<file path="src/rtl/mem_ctrl_if.sv">
// Bundle of the IF fetch port, MEM load/store port and byte-wide RAM/IO pins around mem_ctrl.
// slave = mem_ctrl side, master = pipeline/RAM side.
interface mem_ctrl_if #(
  parameter int ADDR_W = 32
);
  logic              flush_i;
  logic              if_req_i;
  logic [ADDR_W-1:0] if_addr_i;
  logic              if_done_o;
  logic [31:0]       if_inst_o;
  logic              mem_req_i;
  logic              mem_we_i;
  logic [1:0]        mem_size_i;
  logic [ADDR_W-1:0] mem_addr_i;
  logic [31:0]       mem_wdata_i;
  logic              mem_done_o;
  logic [31:0]       mem_rdata_o;
  logic [7:0]        ram_din_i;
  logic [7:0]        ram_dout_o;
  logic [ADDR_W-1:0] ram_a_o;
  logic              ram_wr_o;
  logic              io_buffer_full_i;

  modport slave (
    input  flush_i, if_req_i, if_addr_i, mem_req_i, mem_we_i, mem_size_i, mem_addr_i,
           mem_wdata_i, ram_din_i, io_buffer_full_i,
    output if_done_o, if_inst_o, mem_done_o, mem_rdata_o, ram_dout_o, ram_a_o, ram_wr_o
  );

  modport master (
    output flush_i, if_req_i, if_addr_i, mem_req_i, mem_we_i, mem_size_i, mem_addr_i,
           mem_wdata_i, ram_din_i, io_buffer_full_i,
    input  if_done_o, if_inst_o, mem_done_o, mem_rdata_o, ram_dout_o, ram_a_o, ram_wr_o
  );
endinterface

</file>
<file path="src/rtl/mem_ctrl.sv">
// Byte-serial RAM arbiter for IF and MEM: N-byte read done N+2 cycles after accept, write N+1.
// rdy low freezes everything; IO-region writes stall while io_buffer_full_i is high.
module mem_ctrl #(
  parameter int ADDR_W = 32,
  parameter int IO_HI  = 17
) (
  input logic       clk,
  input logic       rst,
  input logic       rdy,
  mem_ctrl_if.slave bus
);
  typedef enum logic [2:0] {IDLE, IF_RD, MEM_RD, MEM_WR, DONE} state_e;

  state_e            state_q, state_d;
  logic [2:0]        cnt_q, cnt_d, n_q, n_d;
  logic [31:0]       buf_q, buf_d, wdata_q, wdata_d;
  logic [31:0]       if_inst_q, if_inst_d, mem_rdata_q, mem_rdata_d;
  logic [ADDR_W-1:0] ram_a_q, ram_a_d;
  logic [7:0]        ram_dout_q, ram_dout_d;
  logic              ram_wr_q, ram_wr_d, if_done_q, if_done_d, mem_done_q, mem_done_d;
  logic              io_blk;
  logic [4:0]        shamt;
  logic [31:0]       rd_word;

  function automatic logic [2:0] nbytes(input logic [1:0] size);
    case (size)
      2'd0:    return 3'd1;
      2'd1:    return 3'd2;
      default: return 3'd4;
    endcase
  endfunction

  assign io_blk = (ram_a_q[IO_HI:IO_HI-1] == 2'b11) && bus.io_buffer_full_i;

  // Bytes shift in from the top; short reads are right-aligned so upper bytes read as zero.
  always_comb begin
    shamt = 5'd0;
    case (n_q)
      3'd1:    shamt = 5'd24;
      3'd2:    shamt = 5'd16;
      default: shamt = 5'd0;
    endcase
    rd_word = {bus.ram_din_i, buf_q[31:8]} >> shamt;
  end

  always_comb begin
    state_d     = state_q;
    cnt_d       = cnt_q;
    n_d         = n_q;
    buf_d       = buf_q;
    wdata_d     = wdata_q;
    ram_a_d     = ram_a_q;
    ram_dout_d  = ram_dout_q;
    ram_wr_d    = ram_wr_q;
    if_inst_d   = if_inst_q;
    mem_rdata_d = mem_rdata_q;
    if_done_d   = 1'b0;
    mem_done_d  = 1'b0;
    case (state_q)
      IDLE: begin
        if (bus.mem_req_i) begin
          ram_a_d = bus.mem_addr_i;
          cnt_d   = 3'd0;
          n_d     = nbytes(bus.mem_size_i);
          if (bus.mem_we_i) begin
            state_d    = MEM_WR;
            ram_dout_d = bus.mem_wdata_i[7:0];
            wdata_d    = {8'h00, bus.mem_wdata_i[31:8]};
            ram_wr_d   = 1'b1;
          end else begin
            state_d = MEM_RD;
          end
        end else if (bus.if_req_i && !bus.flush_i) begin
          state_d = IF_RD;
          ram_a_d = bus.if_addr_i;
          cnt_d   = 3'd0;
          n_d     = 3'd4;
        end
      end
      IF_RD, MEM_RD: begin
        // A mispredict only kills the younger fetch; loads belong to an older instruction.
        if (state_q == IF_RD && bus.flush_i) begin
          state_d = IDLE;
        end else begin
          if (cnt_q != 3'd0) buf_d = {bus.ram_din_i, buf_q[31:8]};
          if (cnt_q == n_q) begin
            state_d = DONE;
            if (state_q == IF_RD) begin
              if_inst_d = rd_word;
              if_done_d = 1'b1;
            end else begin
              mem_rdata_d = rd_word;
              mem_done_d  = 1'b1;
            end
          end else begin
            cnt_d = cnt_q + 3'd1;
            if (cnt_q + 3'd1 < n_q) ram_a_d = ram_a_q + ADDR_W'(1);
          end
        end
      end
      MEM_WR: begin
        if (!io_blk) begin
          if (cnt_q == n_q - 3'd1) begin
            state_d    = DONE;
            ram_wr_d   = 1'b0;
            mem_done_d = 1'b1;
          end else begin
            cnt_d      = cnt_q + 3'd1;
            ram_a_d    = ram_a_q + ADDR_W'(1);
            ram_dout_d = wdata_q[7:0];
            wdata_d    = {8'h00, wdata_q[31:8]};
          end
        end
      end
      DONE:    state_d = IDLE;
      default: state_d = IDLE;
    endcase
  end

  always_ff @(posedge clk) begin
    if (rst) begin
      state_q     <= IDLE;
      cnt_q       <= 3'd0;
      n_q         <= 3'd0;
      buf_q       <= '0;
      wdata_q     <= '0;
      ram_a_q     <= '0;
      ram_dout_q  <= '0;
      ram_wr_q    <= 1'b0;
      if_inst_q   <= '0;
      mem_rdata_q <= '0;
      if_done_q   <= 1'b0;
      mem_done_q  <= 1'b0;
    end else if (rdy) begin
      state_q     <= state_d;
      cnt_q       <= cnt_d;
      n_q         <= n_d;
      buf_q       <= buf_d;
      wdata_q     <= wdata_d;
      ram_a_q     <= ram_a_d;
      ram_dout_q  <= ram_dout_d;
      ram_wr_q    <= ram_wr_d;
      if_inst_q   <= if_inst_d;
      mem_rdata_q <= mem_rdata_d;
      if_done_q   <= if_done_d;
      mem_done_q  <= mem_done_d;
    end
  end

  assign bus.if_done_o   = if_done_q & rdy & ~bus.flush_i;
  assign bus.mem_done_o  = mem_done_q & rdy;
  assign bus.if_inst_o   = if_inst_q;
  assign bus.mem_rdata_o = mem_rdata_q;
  assign bus.ram_a_o     = ram_a_q;
  assign bus.ram_dout_o  = ram_dout_q;
  assign bus.ram_wr_o    = ram_wr_q & rdy & ~io_blk;
endmodule
</file>
<file path="src/flat_wrapper.sv">
// flat-port wrapper written by rule: the top's interface ports become plain ports
module mem_ctrl_flat 
#(
  parameter int ADDR_W = 32,
  parameter int IO_HI  = 17
)
  (clk, rst, rdy, bus_flush_i, bus_if_req_i, bus_if_addr_i, bus_mem_req_i, bus_mem_we_i, bus_mem_size_i, bus_mem_addr_i, bus_mem_wdata_i, bus_ram_din_i, bus_io_buffer_full_i, bus_if_done_o, bus_if_inst_o, bus_mem_done_o, bus_mem_rdata_o, bus_ram_dout_o, bus_ram_a_o, bus_ram_wr_o);
  mem_ctrl_if #(.ADDR_W(ADDR_W)) bus_i ();
  input logic clk;
  input logic rst;
  input logic rdy;
  input wire logic [$bits(bus_i.flush_i)-1:0] bus_flush_i;
  input wire logic [$bits(bus_i.if_req_i)-1:0] bus_if_req_i;
  input wire logic [$bits(bus_i.if_addr_i)-1:0] bus_if_addr_i;
  input wire logic [$bits(bus_i.mem_req_i)-1:0] bus_mem_req_i;
  input wire logic [$bits(bus_i.mem_we_i)-1:0] bus_mem_we_i;
  input wire logic [$bits(bus_i.mem_size_i)-1:0] bus_mem_size_i;
  input wire logic [$bits(bus_i.mem_addr_i)-1:0] bus_mem_addr_i;
  input wire logic [$bits(bus_i.mem_wdata_i)-1:0] bus_mem_wdata_i;
  input wire logic [$bits(bus_i.ram_din_i)-1:0] bus_ram_din_i;
  input wire logic [$bits(bus_i.io_buffer_full_i)-1:0] bus_io_buffer_full_i;
  output wire logic [$bits(bus_i.if_done_o)-1:0] bus_if_done_o;
  output wire logic [$bits(bus_i.if_inst_o)-1:0] bus_if_inst_o;
  output wire logic [$bits(bus_i.mem_done_o)-1:0] bus_mem_done_o;
  output wire logic [$bits(bus_i.mem_rdata_o)-1:0] bus_mem_rdata_o;
  output wire logic [$bits(bus_i.ram_dout_o)-1:0] bus_ram_dout_o;
  output wire logic [$bits(bus_i.ram_a_o)-1:0] bus_ram_a_o;
  output wire logic [$bits(bus_i.ram_wr_o)-1:0] bus_ram_wr_o;
  assign bus_i.flush_i = bus_flush_i;
  assign bus_i.if_req_i = bus_if_req_i;
  assign bus_i.if_addr_i = bus_if_addr_i;
  assign bus_i.mem_req_i = bus_mem_req_i;
  assign bus_i.mem_we_i = bus_mem_we_i;
  assign bus_i.mem_size_i = bus_mem_size_i;
  assign bus_i.mem_addr_i = bus_mem_addr_i;
  assign bus_i.mem_wdata_i = bus_mem_wdata_i;
  assign bus_i.ram_din_i = bus_ram_din_i;
  assign bus_i.io_buffer_full_i = bus_io_buffer_full_i;
  assign bus_if_done_o = bus_i.if_done_o;
  assign bus_if_inst_o = bus_i.if_inst_o;
  assign bus_mem_done_o = bus_i.mem_done_o;
  assign bus_mem_rdata_o = bus_i.mem_rdata_o;
  assign bus_ram_dout_o = bus_i.ram_dout_o;
  assign bus_ram_a_o = bus_i.ram_a_o;
  assign bus_ram_wr_o = bus_i.ram_wr_o;
  mem_ctrl #(.ADDR_W(ADDR_W), .IO_HI(IO_HI)) u_core (.clk(clk), .rst(rst), .rdy(rdy), .bus(bus_i));
endmodule
</file>
<file path="config.mk">
export PLATFORM = sky130hd
export DESIGN_NAME = mem_ctrl_flat
export DESIGN_NICKNAME = d
export VERILOG_FILES = /design/src/rtl/mem_ctrl_if.sv /design/src/rtl/mem_ctrl.sv /design/src/flat_wrapper.sv
export SDC_FILE = /design/constraint.sdc
export NUM_CORES = 1
export LEC_CHECK = 0
export BUFFER_PORTS_ARGS = -buffer_cell sky130_fd_sc_hd__buf_2
export CAP_MARGIN = 15
export CORE_ASPECT_RATIO = 0.9
export CORE_MARGIN = 8
export CORE_UTILIZATION = 57
export DETAILED_ROUTE_END_ITERATION = 16
export GPL_TIMING_DRIVEN = 0
export MAX_ROUTING_LAYER = met4
export PLACE_DENSITY = 0.83
export SLEW_MARGIN = 20
export SYNTH_ARGS = -nofsm -noshare
export SYNTH_HDL_FRONTEND = slang
export SYNTH_SLANG_ARGS = --single-unit
</file>
<file path="constraint.sdc">
create_clock -name clk -period 3.6 [get_ports clk]
set_input_delay 0.72 -clock clk [delete_from_list [all_inputs] [get_ports clk]]
set_output_delay 0.72 -clock clk [all_outputs]
set_load 0.05 [all_outputs]
</file>
==> flow_metrics.env <==
export IMPL_multi_input_area_sq_um=4478
export IMPL_p_total_w=0.004940
export IMPL_maxSlewViolCount=0
export IMPL_yosys_most_used_dff="dfxtp_1"
export IMPL_synth_edff_count=0
export IMPL_worstRegToRegCells=9
export IMPL_cts_root_buffer="clkbuf_16"
export IMPL_holdCritStartpoint="u_core.bus.mem_rdata_o[23]"
export IMPL_route_detailed_drc=0
export IMPL_startpoint_type="register"
export IMPL_stdcell_count=1454
export IMPL_critPathMaxFanout=10
export IMPL_syn_area_per_cell_sq_um=8.164
export IMPL_cts_resized=0
export IMPL_clk_pin_slew_ns=0.07
export IMPL_dr_pass1_iters=6
export IMPL_place_port_buffers=219
export IMPL_start_util_pct=58.45
export IMPL_hold_class="reg -> reg"
export IMPL_fmax_mhz=348.8
export IMPL_ys_warn_count=0
export IMPL_rows=41
export IMPL_post_route_period_util_pct=79.65
export IMPL_ios=221
export IMPL_relSlewSlack_pct=40.27
export IMPL_r2r_end="u_core.bus.ram_a_o[4]"
export IMPL_whs_path_depth=2
export IMPL_dp_cells=1422
export IMPL_p_leak_nw=4.364
export IMPL_syn_cell_area_sq_um=8245
export IMPL_r2r_start="u_core.cnt_q[1]"
export IMPL_synthArstFlopShare_pct=0
export IMPL_synthSimpleGateAreaFrac_pct=22.88
export IMPL_cts_sinks=164
export IMPL_register_area_sq_um=3283
export IMPL_h_tree_depth=4
export IMPL_via_count=8933
export IMPL_hold_violations=0
export IMPL_die_area_sq_um=18580
export IMPL_numCtsBuffers=17
export IMPL_synth_compound_area_share_pct=21.99
export IMPL_synthAdderAreaFrac_pct=1.366
export IMPL_grt_overflow=0
export IMPL_endpoint_kind="register"
export IMPL_synthCells=1010
export IMPL_antenna_found_initial=0
export IMPL_ys_seq_area_share_pct=39.82
export IMPL_finClkSkew_ns=0.009149
export IMPL_setup_tns_ns=0
export IMPL_dieHeight_microns=130.1
export IMPL_synth_top_family_by_area="simple AND/OR/NAND/NOR gates"
export IMPL_ys_ff_latch=164
export IMPL_irDropWorstVdd_uv=454.9
export IMPL_wl_per_cell_microns=20.01
export IMPL_place_area_sq_um=9583
export IMPL_maxCapViolations=0
export IMPL_die_x_microns=142.8
export IMPL_wirelength_microns=29100
export IMPL_avgViaCountPerCell=6.144
export IMPL_area_growth_pct=23.72
export IMPL_required_ns=3.93
export IMPL_cts_hold_buf=0
export IMPL_fin_util_pct=72.31
export IMPL_status="finished, final reports clean"
export IMPL_critPathArrivalTime_ns=3.19
export IMPL_grt_pass1_wl_microns=45110
export IMPL_rrSetupSlack_ns=0.73
export IMPL_grt_use_total_pct=31.62
export IMPL_hold_end="u_core.bus.mem_rdata_o[23]"
export IMPL_post_cts_buffers=0
export IMPL_grt_pass1_vias=8512
export IMPL_synth_fp_nets=1133
export IMPL_period_needed_ns=2.867
export IMPL_dp_hpwl_microns=21140
export IMPL_diodes=0
export IMPL_gp_congestion=0.9810
export IMPL_power_density_nw_per_um2=484.3
export IMPL_synth_area_mux_share_pct=7.269
export IMPL_critical_path_class="reg -> reg"
export IMPL_rsz0062_at_grt="no"
export IMPL_core_sq_um=14110
export IMPL_final_nets=1371
export IMPL_cts_tree="yes"
export IMPL_drive_gt1_share_pct=24.82
export IMPL_clk_latency_ns=0.43
export IMPL_synth_xor_area_share_pct=0.8042
export IMPL_grt_max_degree=17
export IMPL_synth_distinct_cells=78
export IMPL_fin_area_sq_um=10200
export IMPL_fillCellCount=1118
export IMPL_worst_pin_slew_ns=0.8885
export IMPL_finalSetupViolCount=0
export IMPL_first_iter_violations=1121
export IMPL_ant_nets=0
export IMPL_clk_path_buf_depth=2
## state kept, by name, indices dropped and copies added (netlist names)
signal and cells:
u_core.bus.ram_a_o 32, u_core.mem_done_q 1, u_core.state_q 3, u_core.bus.ram_dout_o 8, u_core.cnt_q 3, u_core.ram_wr_q 1
u_core.buf_q 24, u_core.if_done_q 1, u_core.bus.mem_rdata_o 32, u_core.wdata_q 24, u_core.bus.if_inst_o 32, u_core.n_q 3
## report_power, final
group / switching, W / total [W] / internal, W / leakage, nW
Sequential: 0.0000849 / 0.00198 / 0.00189 / 1.33
Combinational: 0.000718 / 0.00103 / 0.000309 / 2.73
Clock: 0.000817 / 0.00193 / 0.00112 / 0.302
Total: 0.00162 / 0.00494 / 0.00332 / 4.36
## kinds of logic (layout without fill, tap and decap cells)
logic type               after synthesis  count (layout)
flip-flops                           164             164
buffers and inverters                104             355
AND/OR/NAND/NOR                      409             409
adder cells (fa/ha/maj)                9               9
multiplexers                          59              59
XOR/XNOR                               6               6
AO/OA/AOI/OAI                        259             259
## final cells by class
cell class	count	share of cell area, %
multi-input combinational	742	43.90
sequential	164	32.18
timing repair buffer	219	10.74
clock buffer	18	4.207
buffer	86	4.084
tap	193	2.367
clock inverter	14	1.852
inverter	18	0.6623
## metal layers
layer	wire length, microns	GRT usage (%)	vias up
met5	0	-	-
met2	13250	48.04	540
met3	2920	6.243	85
met4	997	15.98	0
li1	-	-	4123
met1	11930	39.56	4185
## stage by stage
| step | setup slack (ns) | hold WS (ns) |
|---|---|---|
| after floorplan | 1.170 | 0.4415 |
| after global placement | 0.8802 | 0.4388 |
| after detailed placement | 0.8542 | 0.4450 |
| after CTS | 0.8271 | 0.4543 |
| after global routing | 0.5713 | 0.4703 |
| final | 0.7328 | 0.4526 |
## cell usage in the layout, fill, tap and decap left out, types with 25 or more instances in the layout
master,count
clkbuf_1,47
dfxtp_1,164
mux2i_1,52
buf_2,245
a211oi_1,28
a22oi_1,25
nand2_1,158
nand3_1,58
nor2_1,111
a21oi_1,79
## how the worst max path moves through the flow
stage | slack [ns] | to | cells past startpoint | from
2_1_floorplan | 1.17 | u_core.bus.ram_a_o[26] | 6 | u_core.bus.ram_a_o[0]
3_3_place_gp | 0.88 | u_core.bus.ram_a_o[4] | 9 | u_core.cnt_q[1]
3_5_place_dp | 0.85 | u_core.bus.ram_a_o[4] | 9 | u_core.cnt_q[1]
4_1_cts | 0.83 | u_core.bus.ram_a_o[4] | 9 | u_core.cnt_q[1]
5_1_grt | 0.57 | u_core.bus.ram_a_o[4] | 8 | u_core.n_q[2]
6_report | 0.73 | u_core.bus.ram_a_o[4] | 9 | u_core.cnt_q[1]
## worst max-delay path, stage by stage, from the launching register on
cell and delay [ns]:
dfxtp_1 0.44, inv_1 0.08, ha_1 0.32, ha_1 0.27, nor2b_1 0.13, o21a_1 0.20
o31ai_2 0.33, clkbuf_1 0.57, nand3_1 0.15, a32o_1 0.28
## cells in the mapped netlist (3+ instances only)
library cell  count  share of area, %
a211oi_1         28               2.5
o31a_1            3              0.32
nand2b_1          4              0.30
buf_1             6              0.27
nor2_1          111               5.1
and2_1            7              0.53
o211ai_1          8              0.73
mux2_2            6              0.82
o311ai_1          4              0.42
clkbuf_8          4              0.67
buf_2            26               1.6
a311oi_1         24               2.5
nor4_1            9              0.68
o21ai_0          19               1.2
o32ai_1           8              0.85
nor3_2            3              0.36
ha_1              9               1.4
o21a_1            3              0.27
mux2i_1          52               6.3
dfxtp_1         164                40
nor2b_1           8              0.61
nand3_1          58               3.5
clkbuf_1         46               2.1
inv_1            18              0.82
nor3_1            8              0.49
a31oi_1          10              0.76
xor2_1            5              0.53
nor4_2            4              0.61
nand2_1         158               7.2
nand4_1          11              0.83
o31ai_1          14               1.3
and3_1            8              0.61
or3_1             5              0.38
a22oi_1          25               2.3
a21oi_1          79               4.8
Power figures use the tool's default switching activity.
